`config.mk`:
```
export PLATFORM = sky130hd
export DESIGN_NAME = alu_sequencer
export DESIGN_NICKNAME = d
export VERILOG_FILES = /design/src/rtl/alu_pkg.sv /design/src/rtl/iter_counter.sv /design/src/rtl/alu_sequencer.sv
export SDC_FILE = /design/constraint.sdc
export NUM_CORES = 1
export LEC_CHECK = 0
export ABC_CLOCK_PERIOD_IN_PS = 2000
export BUFFER_PORTS_ARGS = -buffer_cell sky130_fd_sc_hd__buf_2
export CAP_MARGIN = 20
export CORE_AREA = 2 2 39 41
export CTS_CLUSTER_DIAMETER = 200
export DETAILED_ROUTE_END_ITERATION = 8
export DIE_AREA = 0 0 41 43
export MAX_ROUTING_LAYER = met4
export SLEW_MARGIN = 20
export SYNTH_ARGS = -nofsm -noshare
export SYNTH_HDL_FRONTEND = slang
export SYNTH_SLANG_ARGS = --single-unit
export TNS_END_PERCENT = 20
```
`constraint.sdc`:
```
create_clock -name clk -period 2 [get_ports clk]
set_input_delay 0.1 -clock clk [delete_from_list [all_inputs] [get_ports clk]]
set_output_delay 0.1 -clock clk [all_outputs]
set_load 0.02 [all_outputs]
```
`src/rtl/alu_pkg.sv`:
```
// alu_pkg: op encodings and sequencer state type shared with the ALU datapath
package alu_pkg;
  localparam logic [1:0] OP_ADD = 2'b00;
  localparam logic [1:0] OP_SUB = 2'b01;
  localparam logic [1:0] OP_MUL = 2'b10;
  localparam logic [1:0] OP_DIV = 2'b11;
  typedef enum logic [1:0] {IDLE = 2'b00, EXEC = 2'b01, ITER = 2'b10, FIN = 2'b11} state_t;
endpackage

```
`src/rtl/iter_counter.sv`:
```
// iter_counter: loadable down-counter with zero flag that saturates at 0
module iter_counter #(
  parameter int W = 4
) (
  input  logic         clk,
  input  logic         reset,
  input  logic         load,
  input  logic         dec,
  input  logic [W-1:0] init,
  output logic         zero
);
  logic [W-1:0] count;
  always_ff @(posedge clk or posedge reset) begin
    if (reset) count <= '0;
    else if (load) count <= init;
    else if (dec && count != '0) count <= count - 1'b1;
  end
  assign zero = count == '0;
endmodule

```
`src/rtl/alu_sequencer.sv`:
```
// alu_sequencer: control FSM sequencing single-cycle ADD/SUB and iterative MUL/DIV
module alu_sequencer
  import alu_pkg::*;
#(
  parameter int WIDTH      = 8,
  parameter int MUL_CYCLES = WIDTH,
  parameter int DIV_CYCLES = WIDTH
) (
  input  logic       clk,
  input  logic       reset,
  input  logic       start,
  input  logic [1:0] op_sel,
  input  logic       div_zero,
  output logic [1:0] alu_op,
  output logic       step,
  output logic       load_alu,
  output logic       busy,
  output logic       done,
  output logic       error
);
  localparam int N_MAX = MUL_CYCLES > DIV_CYCLES ? MUL_CYCLES : DIV_CYCLES;
  localparam int CW = $clog2(N_MAX + 1);
  localparam logic [CW-1:0] MUL_INIT = CW'(MUL_CYCLES - 1);
  localparam logic [CW-1:0] DIV_INIT = CW'(DIV_CYCLES - 1);
  state_t state, state_nxt;
  logic accept, div_abort, cnt_zero;
  assign accept    = state == IDLE && start;
  assign div_abort = op_sel == OP_DIV && div_zero;
  always_comb begin
    state_nxt = state;
    case (state)
      IDLE:    state_nxt = !start ? IDLE : !op_sel[1] ? EXEC : div_abort ? FIN : ITER;
      EXEC:    state_nxt = FIN;
      ITER:    state_nxt = cnt_zero ? FIN : ITER;
      default: state_nxt = IDLE;
    endcase
  end
  always_ff @(posedge clk or posedge reset) begin
    if (reset) begin
      state  <= IDLE;
      alu_op <= OP_ADD;
      error  <= 1'b0;
    end else begin
      state <= state_nxt;
      if (accept) begin
        alu_op <= op_sel;
        error  <= div_abort;
      end
    end
  end
  iter_counter #(.W(CW)) u_cnt (
    .clk   (clk),
    .reset (reset),
    .load  (accept && op_sel[1] && !div_abort),
    .dec   (state == ITER),
    .init  (op_sel == OP_DIV ? DIV_INIT : MUL_INIT),
    .zero  (cnt_zero)
  );
  // last iteration doubles as the result-register load
  assign step     = state == ITER;
  assign load_alu = state == EXEC || (state == ITER && cnt_zero);
  assign done     = state == FIN;
  assign busy     = state != IDLE;
endmodule

```
==> results of run 1 <==
## Yosys cell counts
cell      instances  area share
dfrtp_1           9        0.45
inv_1             7       0.053
ha_1              5        0.13
a21oi_1           4       0.040
nand2_1           4       0.030
nor2_1            3       0.023
and3_1            2       0.025
mux2_1            2       0.045
nand3_1           2       0.020
o21ai_1           2       0.020
a22o_1            1       0.018
a31oi_1           1       0.013
and2_1            1       0.013
mux2i_1           1       0.020
nor4b_2           1       0.030
o211ai_1          1       0.015
o21ba_1           1       0.020
o31ai_1           1       0.015
or3b_4            1       0.023
## logic make-up (layout without fill, tap and decap cells)
kind of cell | after synthesis | after routing | share of synthesized area
AO/OA/AOI/OAI | 11 | 11 | 0.141
adder cells (fa/ha/maj) | 5 | 5 | 0.126
flip-flops | 9 | 9 | 0.452
multiplexers | 3 | 3 | 0.0653
buffers and inverters | 7 | 24 | 0.0528
AND/OR/NAND/NOR | 14 | 14 | 0.163
## through the flow
step	setup WS, ns	utilization	hold WS [ns]	area, um^2
2_1_floorplan	0.185	-	-0.0721	498
3_3_place_gp	0.541	0.418	0.0863	578
3_5_place_dp	0.534	0.418	0.0858	578
4_1_cts	0.240	0.444	0.0660	614
5_1_grt	0.115	0.444	0.0785	614
6_report	0.258	0.444	0.0725	614
## routing by layer
layer  track usage  wire length, um
met4        0.0400                0
met1         0.167              430
met3        0.0471               48
met2         0.181              403
met5             -                0
## cell type report
type	count	area (um^2)
clock buffer	4	26.3
fill	130	769
inverter	7	26.3
multi-input combinational	33	246
sequential	9	225
tap	16	20.0
timing repair buffer	13	70.1
## where the power goes
group	switching [mW]	leakage (nW)	internal, mW
clock network	0.0630	0.0150	0.0767
logic	0.250	0.195	0.185
registers	0.0744	0.107	0.268
total	0.387	0.318	0.529
## path summary, 6_finish.rpt
| check | startpoint | endpoint | slack (ns) | cells past startpoint |
|---|---|---|---|---|
| max | state[0]$_DFF_PP0_ | load_alu | 0.26 | 5 |
| min reg2reg | alu_op[1]$_DFFE_PP0N_ | alu_op[1]$_DFFE_PP0N_ | 0.49 | 1 |
| min in group asynchronous | reset | state[0]$_DFF_PP0_ | 0.35 | 3 |
| max reg2reg | u_cnt.count[1]$_DFFE_PP0P_ | u_cnt.count[0]$_DFFE_PP0P_ | 0.54 | 5 |
| max in group asynchronous | reset | u_cnt.count[0]$_DFFE_PP0P_ | 1.37 | 3 |
| min | op_sel[0] | alu_op[0]$_DFFE_PP0N_ | 0.07 | 2 |
## state kept, by name, summed over array words and instances, names as in the netlist
register,cells
error,1
u_cnt.count,4
alu_op,2
state,2
## cell usage in the layout, fill, tap and decap left out
cell type / netlist / layout
and3_1: 2 / 2
a31oi_1: 1 / 1
nand2_1: 4 / 4
ha_1: 5 / 5
inv_1: 7 / 7
o211ai_1: 1 / 1
clkbuf_1: 0 / 1
buf_2: 0 / 12
mux2i_1: 1 / 1
mux2_1: 2 / 2
a22o_1: 1 / 1
or3b_4: 1 / 1
o31ai_1: 1 / 1
and2_1: 1 / 1
o21ba_1: 1 / 1
a21oi_1: 4 / 4
nor4b_2: 1 / 1
dlygate4sd3_1: 0 / 1
nor2_1: 3 / 3
nand3_1: 2 / 2
clkbuf_4: 0 / 3
dfrtp_1: 9 / 9
o21ai_1: 2 / 2
==> impl_metrics.toml, run 1 <==
[yosys]
synth_seq_cells = 9
syn_area_per_cell_um2 = 10.2
synth.yosys.warnings = 0
synth_seq_area_share = 0.452
synth.cell_area_um2 = 498
ys_types = 19
synth_cells = 49
synth_nets = 60

[drt]
wl_per_cell_um = 10.7
postRouteAntennaNets = 0
wirelength_um = 881
vias_per_cell = 4.56
num_vias = 374
drt_iter0_markers = 5
drc_errors = 0
first_pass_iters = 3

[clock_network]
htreeDepth = 1
root_buffer = "clkbuf_4"
clockBufferDepth = 2
cts.sinks = 9
cts_tree = "built"
hold_buffers = 1
cts_inserted_buffers = 3
cts.repair.resized = 0
clk_latency_ns = 0.26
clkTransAtPathRegs_ns = 0.07
cts_setup_buffers = 0

[critical_path]
crit_path_cell_trace = "inv_1 > ha_1 > nand2_1 > o31ai_1 > buf_2"
crit_path_start_kind = "flip-flop"
cp-end-kind = "output pin"
cp_slowest_stage_delay_ns = 0.41
critical_path_class = "flip-flop to output pin"
critical_path_arrival_ns = 1.64
crit_buf_inv = 2
worst_path_dominant_cell_family = "flip-flops"
cp_max_fo = 8
crit_slowest_cell = "dfrtp_1"
required_ns = 1.90

[pwr]
peakVddDrop_mv = 0.662
p_leak_nw = 0.318
power.density_mw_per_mm2 = 1490
power_mw = 0.916

[timing]
fin_crit_ns = 1.74
layout_worst_path_cycle_share = 0.871
fin_worst_skew_ns = 0.0102
worst_pin_slew_ns = 0.377
relSlewSlack = 0.748
max_freq_ghz = 0.574
hold_viol_final = 0
final_max_slew_viol_count = 0
rsz0062_at_grt = "no"
finalSetupTns_ns = 0
setup_viol = 0

[grt]
track_usage = 0.128
antenna_found_initial = 0
grt_pass1_wl_um = 1490
grt_overflow_total = 0
grt_pass1_vias = 374
grt_max_degree = 10

[placement]
gp_congestion = 0.711
dp_hpwl_um = 709
dpl.cell_count = 77
io_buffers = 12

[die]
die_x_um = 41
row_count = 14
fp.dieH_um = 43
ios = 13
coreArea_mm2 = 0.00138
die_area_mm2 = 0.00176
initial_core_util = 0.360

[cells_and_area]
final_nets = 78
area_growth_pct = 23.4
antenna_cells = 0
drive_gt1_frac = 0.258
final_cells = 82

[outcome]
status = "finished, final reports clean"

[hold_path]
holdCritPathClass = "primary input to flip-flop"

[flow_run]
drv_cap = 0
Power figures use the tool's default switching activity.
==> inputs of run 2 (changes only) <==
--- a/config.mk
+++ b/config.mk
@@ -16,5 +16,6 @@
 export SLEW_MARGIN = 20
 export SYNTH_ARGS = -nofsm -noshare
 export SYNTH_HDL_FRONTEND = slang
+export SYNTH_HIERARCHICAL = 1
 export SYNTH_SLANG_ARGS = --single-unit
 export TNS_END_PERCENT = 20
==> run 2 against run 1 <==
Effect of this change:
- sequential share of layout area decreased by 4.3 points
- non-clock buffer count up 2
- highest routed layer is now met4
- clock skew shrank 0.0040 ns
- wire length grew 21%
- via count up 16%
- global-route usage rose by 3.1 points
- first-iteration DRC count fell by 20%
- clock-buffer cell count unchanged
- final cell count increased by 13%
- final area rose by 13%
==> impl_metrics.toml, run 2 <==
[outcome]
status = "finished, final reports clean"

[yosys]
synth_cells = 57
synth-main-ff-cell = "dfrtp_1"
synth_edf_count = 0
synth_seq_cells = 9
ys_types = 26
synth.yosys.warnings = 6
synth_common_cells = "10 x inv_1, 9 x dfrtp_1, 6 x a21oi_1, 5 x ha_1, 3 x nand2_1"
syn_area_per_cell_um2 = 9.83
synthMostInstantiatedCell = "inv_1"
synth_top_area_cell = "dfrtp_1"
synth_area_leaders = "dfrtp_1 40%, ha_1 11%, inv_1 6.7%"
synth.cell_area_um2 = 561
synth_top_area_frac = 0.402
synth_seq_area_share = 0.402
ys_async_sr_fraction = 1.00

[die]
initial_core_util = 0.405
die_x_um = 41
row_count = 14
coreArea_mm2 = 0.00138
fp.dieH_um = 43
die_area_mm2 = 0.00176
ios = 13

[timing]
final_max_slew_viol_count = 0
max_freq_ghz = 0.543
setup_viol = 0
hold_viol_final = 0
fin_crit_ns = 1.84
hold_ws_ns = 0.129
finalSetupTns_ns = 0
fin_worst_skew_ns = 0.00619
rsz0062_at_grt = "no"
layout_setup_ws_ns = 0.158
layout_worst_path_cycle_share = 0.921

[drt]
drt_iter0_markers = 4
wl_per_cell_um = 11.5
first_pass_iters = 5
drc_errors = 0
vias_per_cell = 4.65
wirelength_um = 1070
postRouteAntennaNets = 0
num_vias = 432

[cells_and_area]
top_regs = "u_cnt/count: 4 flops, alu_op: 2 flops, state: 2 flops"
final_cell_mix = "12 x buf_2, 10 x inv_1, 9 x dfrtp_1, 6 x a21oi_1, 5 x ha_1"
final_cells = 93
final_util = 0.503
regMostFlops = "u_cnt/count"
nFillCells = 133
final_nets = 89
area_growth_pct = 24.1
final_common_cell = "buf_2"
largest_register_ffs = 4
drive_gt1_frac = 0.312
antenna_cells = 0

[critical_path]
rr_endpoint = "u_cnt/count[3]$_DFFE_PP0P_"
critical_path_arrival_ns = 1.74
cp-end-kind = "output pin"
critical_path_class = "flip-flop to output pin"
regToRegSetupSlack_ns = 0.26
required_ns = 1.90
cp_max_fo = 5
rr_worst_depth = 6
rr_startpoint = "state[0]$_DFF_PP0_"
crit_path_start_kind = "flip-flop"

[grt]
grt_pass1_wl_um = 1750
grt_max_degree = 9
grt_pass1_vias = 429
track_usage = 0.159
grt_overflow_total = 0
antenna_found_initial = 0

[clock_network]
clockBufferDepth = 2
cts.repair.resized = 0
root_buffer = "clkbuf_4"
cts.sinks = 9
clk_latency_ns = 0.26
cts_tree = "built"
cts_inserted_buffers = 3
htreeDepth = 1
clkTransAtPathRegs_ns = 0.07

[flow_run]
drv_cap = 0

[pwr]
p_leak_nw = 0.382
peakVddDrop_mv = 0.659
power.density_mw_per_mm2 = 1520

[placement]
dp_hpwl_um = 882
place_ws_ns = 0.267
dpl.cell_count = 88
io_buffers = 12
gp_congestion = 0.653

[hold_path]
hold_path_end = "alu_op[0]$_DFFE_PP0N_"
holdCritPathClass = "primary input to flip-flop"
hp-start = "op_sel[0]"
whs_path_depth = 2
-- run 2: cell types whose count changed after synthesis, moves of 2 or more --
cell | before | now
nor2_1 | 3 | 0
mux2_1 | 2 | 0
a21oi_1 | 4 | 6
conb_1 | 0 | 2
inv_1 | 7 | 10
mux2_4 | 0 | 2
-- run 2: metal layers --
layer,track usage,vias up,share of wire
met4,0.100,0,0.0093
met5,-,-,0
met1,0.188,190,0.50
met3,0.0471,2,0.033
met2,0.225,10,0.46
li1,-,230,-
-- run 2: repair_timing --
item / CTS / global route
hold buffers: 1 / 0
setup endpoints to repair: 0 / 0
endpoints found under the hold margin: 9 / 0
buffers inserted: 0 / 0
-- run 2: logic make-up after synthesis --
kind of cell | share of synthesized area
compound gates | 0.163
simple gates | 0.183
buf+inv | 0.0737
flops | 0.402
fa+ha+maj | 0.112
mux | 0.0536
other cells | 0.0134
-- run 2: final cells by class --
class / instances / area, um^2 / area share
clock buffers: 4 / 26.3 / 0.0378
flip-flops and latches: 9 / 225 / 0.324
well taps: 16 / 20.0 / 0.0288
inverters: 10 / 37.5 / 0.0540
repair buffers: 15 / 85.1 / 0.122
multi-input cells: 39 / 302 / 0.433
-- run 2: worst max path at each step --
stage                          startpoint                         end  slack, ns  cells after the start
6_report       u_cnt/count[0]$_DFFE_PP0P_                    load_alu       0.16                      7
5_1_grt        u_cnt/count[0]$_DFFE_PP0P_                    load_alu       0.06                      7
4_1_cts        u_cnt/count[0]$_DFFE_PP0P_                    load_alu       0.14                      7
3_5_place_dp           state[0]$_DFF_PP0_  u_cnt/count[3]$_DFFE_PP0P_       0.27                      6
3_3_place_gp           state[0]$_DFF_PP0_  u_cnt/count[3]$_DFFE_PP0P_       0.33                      6
2_1_floorplan          state[0]$_DFF_PP0_  u_cnt/count[3]$_DFFE_PP0P_       0.37                      7
-- run 2: metrics by stage --
step | total power, mW | cell area, um^2
after floorplan | 0.762 | 568
after global placement | 0.912 | 659
after detailed placement | 0.921 | 659
after CTS | 1.07 | 696
after global routing | 1.16 | 696
final | 1.06 | 696
-- run 2: power breakdown --
group / switching, mW / internal (mW)
clock: 0.0685 / 0.0770
combinational: 0.309 / 0.270
sequential: 0.0653 / 0.270
total: 0.442 / 0.617
-- run 2: critical path: stages (launching register included) --
cell,delay [ns]
dfrtp_1,0.39
inv_1,0.10
ha_1,0.23
or3b_4,0.43
inv_1,0.07
a21oi_1,0.07
inv_1,0.05
buf_2,0.15
==> inputs of run 3 (changes only) <==
--- a/config.mk
+++ b/config.mk
@@ -5,7 +5,7 @@
 export SDC_FILE = /design/constraint.sdc
 export NUM_CORES = 1
 export LEC_CHECK = 0
-export ABC_CLOCK_PERIOD_IN_PS = 2000
+export ABC_CLOCK_PERIOD_IN_PS = 1500
 export BUFFER_PORTS_ARGS = -buffer_cell sky130_fd_sc_hd__buf_2
 export CAP_MARGIN = 20
 export CORE_AREA = 2 2 39 41
@@ -13,6 +13,8 @@
 export DETAILED_ROUTE_END_ITERATION = 8
 export DIE_AREA = 0 0 41 43
 export MAX_ROUTING_LAYER = met4
+export PLACE_DENSITY = 0.67
+export RECOVER_POWER = 25
 export SLEW_MARGIN = 20
 export SYNTH_ARGS = -nofsm -noshare
 export SYNTH_HDL_FRONTEND = slang
==> constraint.sdc (replaced) <==
create_clock -name clk -period 1.5 [get_ports clk]
set_input_delay 0.075 -clock clk [delete_from_list [all_inputs] [get_ports clk]]
set_output_delay 0.075 -clock clk [all_outputs]
set_load 0.02 [all_outputs]
==> run 3 against run 2 <==
Effect of this change:
- the flow now finishes with violations (negative setup slack)
- sequential power is 32% higher
- non-clock buffer count up 11
- worst hold slack worse by 0.010 ns
- first-iteration DRC count unchanged
- wire length up 22%
- flip-flop and latch count did not move
- clock-buffer cell count did not move
- worst setup slack got worse by 0.29 ns
- largest power group unchanged
==> impl_metrics.toml, run 3 (synthesis results as in run 2) <==
[outcome]
status = "complete, but fails checks"
violations = "negative setup slack"

[placement]
io_buffers = 12
dp_hpwl_um = 1010
gp_congestion = 0.668
place_ws_ns = -0.0290
dpl.cell_count = 97

[critical_path]
rr_startpoint = "u_cnt/count[0]$_DFFE_PP0P_"
rr_endpoint = "u_cnt/count[0]$_DFFE_PP0P_"
cp_max_fo = 3
rr_worst_depth = 6
cp-end-kind = "flip-flop"
regToRegSetupSlack_ns = -0.14
critical_path_arrival_ns = 1.78
critical_path_class = "flip-flop to flip-flop"
required_ns = 1.65
crit_path_start_kind = "flip-flop"

[die]
die_x_um = 41
row_count = 14
fp.dieH_um = 43
die_area_mm2 = 0.00176
initial_core_util = 0.405
coreArea_mm2 = 0.00138
ios = 13

[clock_network]
cts.sinks = 9
root_buffer = "clkbuf_4"
cts_inserted_buffers = 3
clockBufferDepth = 2
cts_tree = "built"
clk_latency_ns = 0.26
htreeDepth = 1
clkTransAtPathRegs_ns = 0.06

[cells_and_area]
final_cell_mix = "12 x buf_4, 11 x buf_2, 9 x dfrtp_1, 6 x inv_2"
final_cells = 104
largest_register_ffs = 4
top_regs = "u_cnt/count: 4 flops, alu_op: 2 flops, state: 2 flops"
final_common_cell = "buf_4"
regMostFlops = "u_cnt/count"
final_nets = 100
area_growth_pct = 49.8
drive_gt1_frac = 0.545
antenna_cells = 0

[grt]
grt_overflow_total = 0
track_usage = 0.181
use_met3 = 0.0471
grt_util_met1 = 0.218
grt_max_degree = 9
grt_pass1_wl_um = 2080
grt_pass1_vias = 523
grt_use_met2 = 0.284
antenna_found_initial = 0
gr-max-usage-layer = "met2"

[timing]
final_max_slew_viol_count = 0
fin_worst_skew_ns = 0.00605
max_freq_ghz = 0.611
setup_viol = 3
fin_crit_ns = 1.64
hold_viol_final = 0
rsz0062_at_grt = "yes"
layout_worst_path_cycle_share = 1.09
layout_setup_ws_ns = -0.137

[hold_path]
whs_path_depth = 2
hold_path_end = "alu_op[0]$_DFFE_PP0N_"
hp-start = "op_sel[0]"
holdCritPathClass = "primary input to flip-flop"

[drt]
first_pass_iters = 4
drt_iter0_markers = 4
postRouteAntennaNets = 0
wl_per_cell_um = 12.5
num_vias = 501
vias_per_cell = 4.82
drc_errors = 0
wirelength_um = 1300

[pwr]
peakVddDrop_mv = 1.26
power.density_mw_per_mm2 = 2110
p_leak_nw = 0.431

[flow_run]
drv_cap = 0
[run 3: cell type report]
type                    instances  area [um^2]
inverters                      10         37.5
multi-input cells              39          353
clock buffers                   4         26.3
repair buffers                 26          178
flip-flops and latches          9          225
fillers                       120          544
well taps                      16         20.0
[run 3: worst max-delay path: stages (launching register included)]
cell and delay (ns):
dfrtp_1 0.39, inv_2 0.09, ha_4 0.13, or3b_4 0.39
buf_6 0.13, and3_4 0.16, o31a_1 0.23
[run 3: stage by stage]
stage	hold slack, ns	utilization	cell area, um^2	TNS, ns	power, mW
after floorplan	-0.159	-	599	-0.00357	1.08
after global placement	-0.0247	0.545	754	-0.000801	1.42
after detailed placement	-0.0230	0.545	754	-0.0570	1.45
after CTS	0.100	0.590	816	-0.339	1.71
after global routing	0.112	0.607	840	-0.513	1.91
final	0.119	0.607	840	-0.339	1.77
[run 3: worst max path at each step]
| stage | start | endpoint |
|---|---|---|
| 2_1_floorplan | u_cnt/count[0]$_DFFE_PP0P_ | u_cnt/count[0]$_DFFE_PP0P_ |
| 3_3_place_gp | u_cnt/count[0]$_DFFE_PP0P_ | u_cnt/count[0]$_DFFE_PP0P_ |
| 3_5_place_dp | state[0]$_DFF_PP0_ | u_cnt/count[3]$_DFFE_PP0P_ |
| 4_1_cts | u_cnt/count[0]$_DFFE_PP0P_ | load_alu |
| 5_1_grt | u_cnt/count[0]$_DFFE_PP0P_ | load_alu |
| 6_report | u_cnt/count[0]$_DFFE_PP0P_ | u_cnt/count[0]$_DFFE_PP0P_ |
[run 3: metal layers]
metal	routed length, um	vias up
li1	-	254
met1	549	234
met2	700	11
met3	44	2
met4	6	0
met5	0	-
[run 3: timing repair]
item,4_1_cts,5_1_grt
pin swaps,1,1
hold buffers,1,0
endpoints found under the hold margin,9,0
gates resized for setup,7,6
setup endpoints to repair,3,4
setup buffers,1,1
[run 3: power by group]
group | total [mW] | internal [mW] | switching, mW | leakage, nW
combinational | 1.14 | 0.591 | 0.553 | 0.306
clock | 0.182 | 0.102 | 0.0799 | 0.0150
sequential | 0.442 | 0.360 | 0.0818 | 0.111
total | 1.77 | 1.05 | 0.715 | 0.431
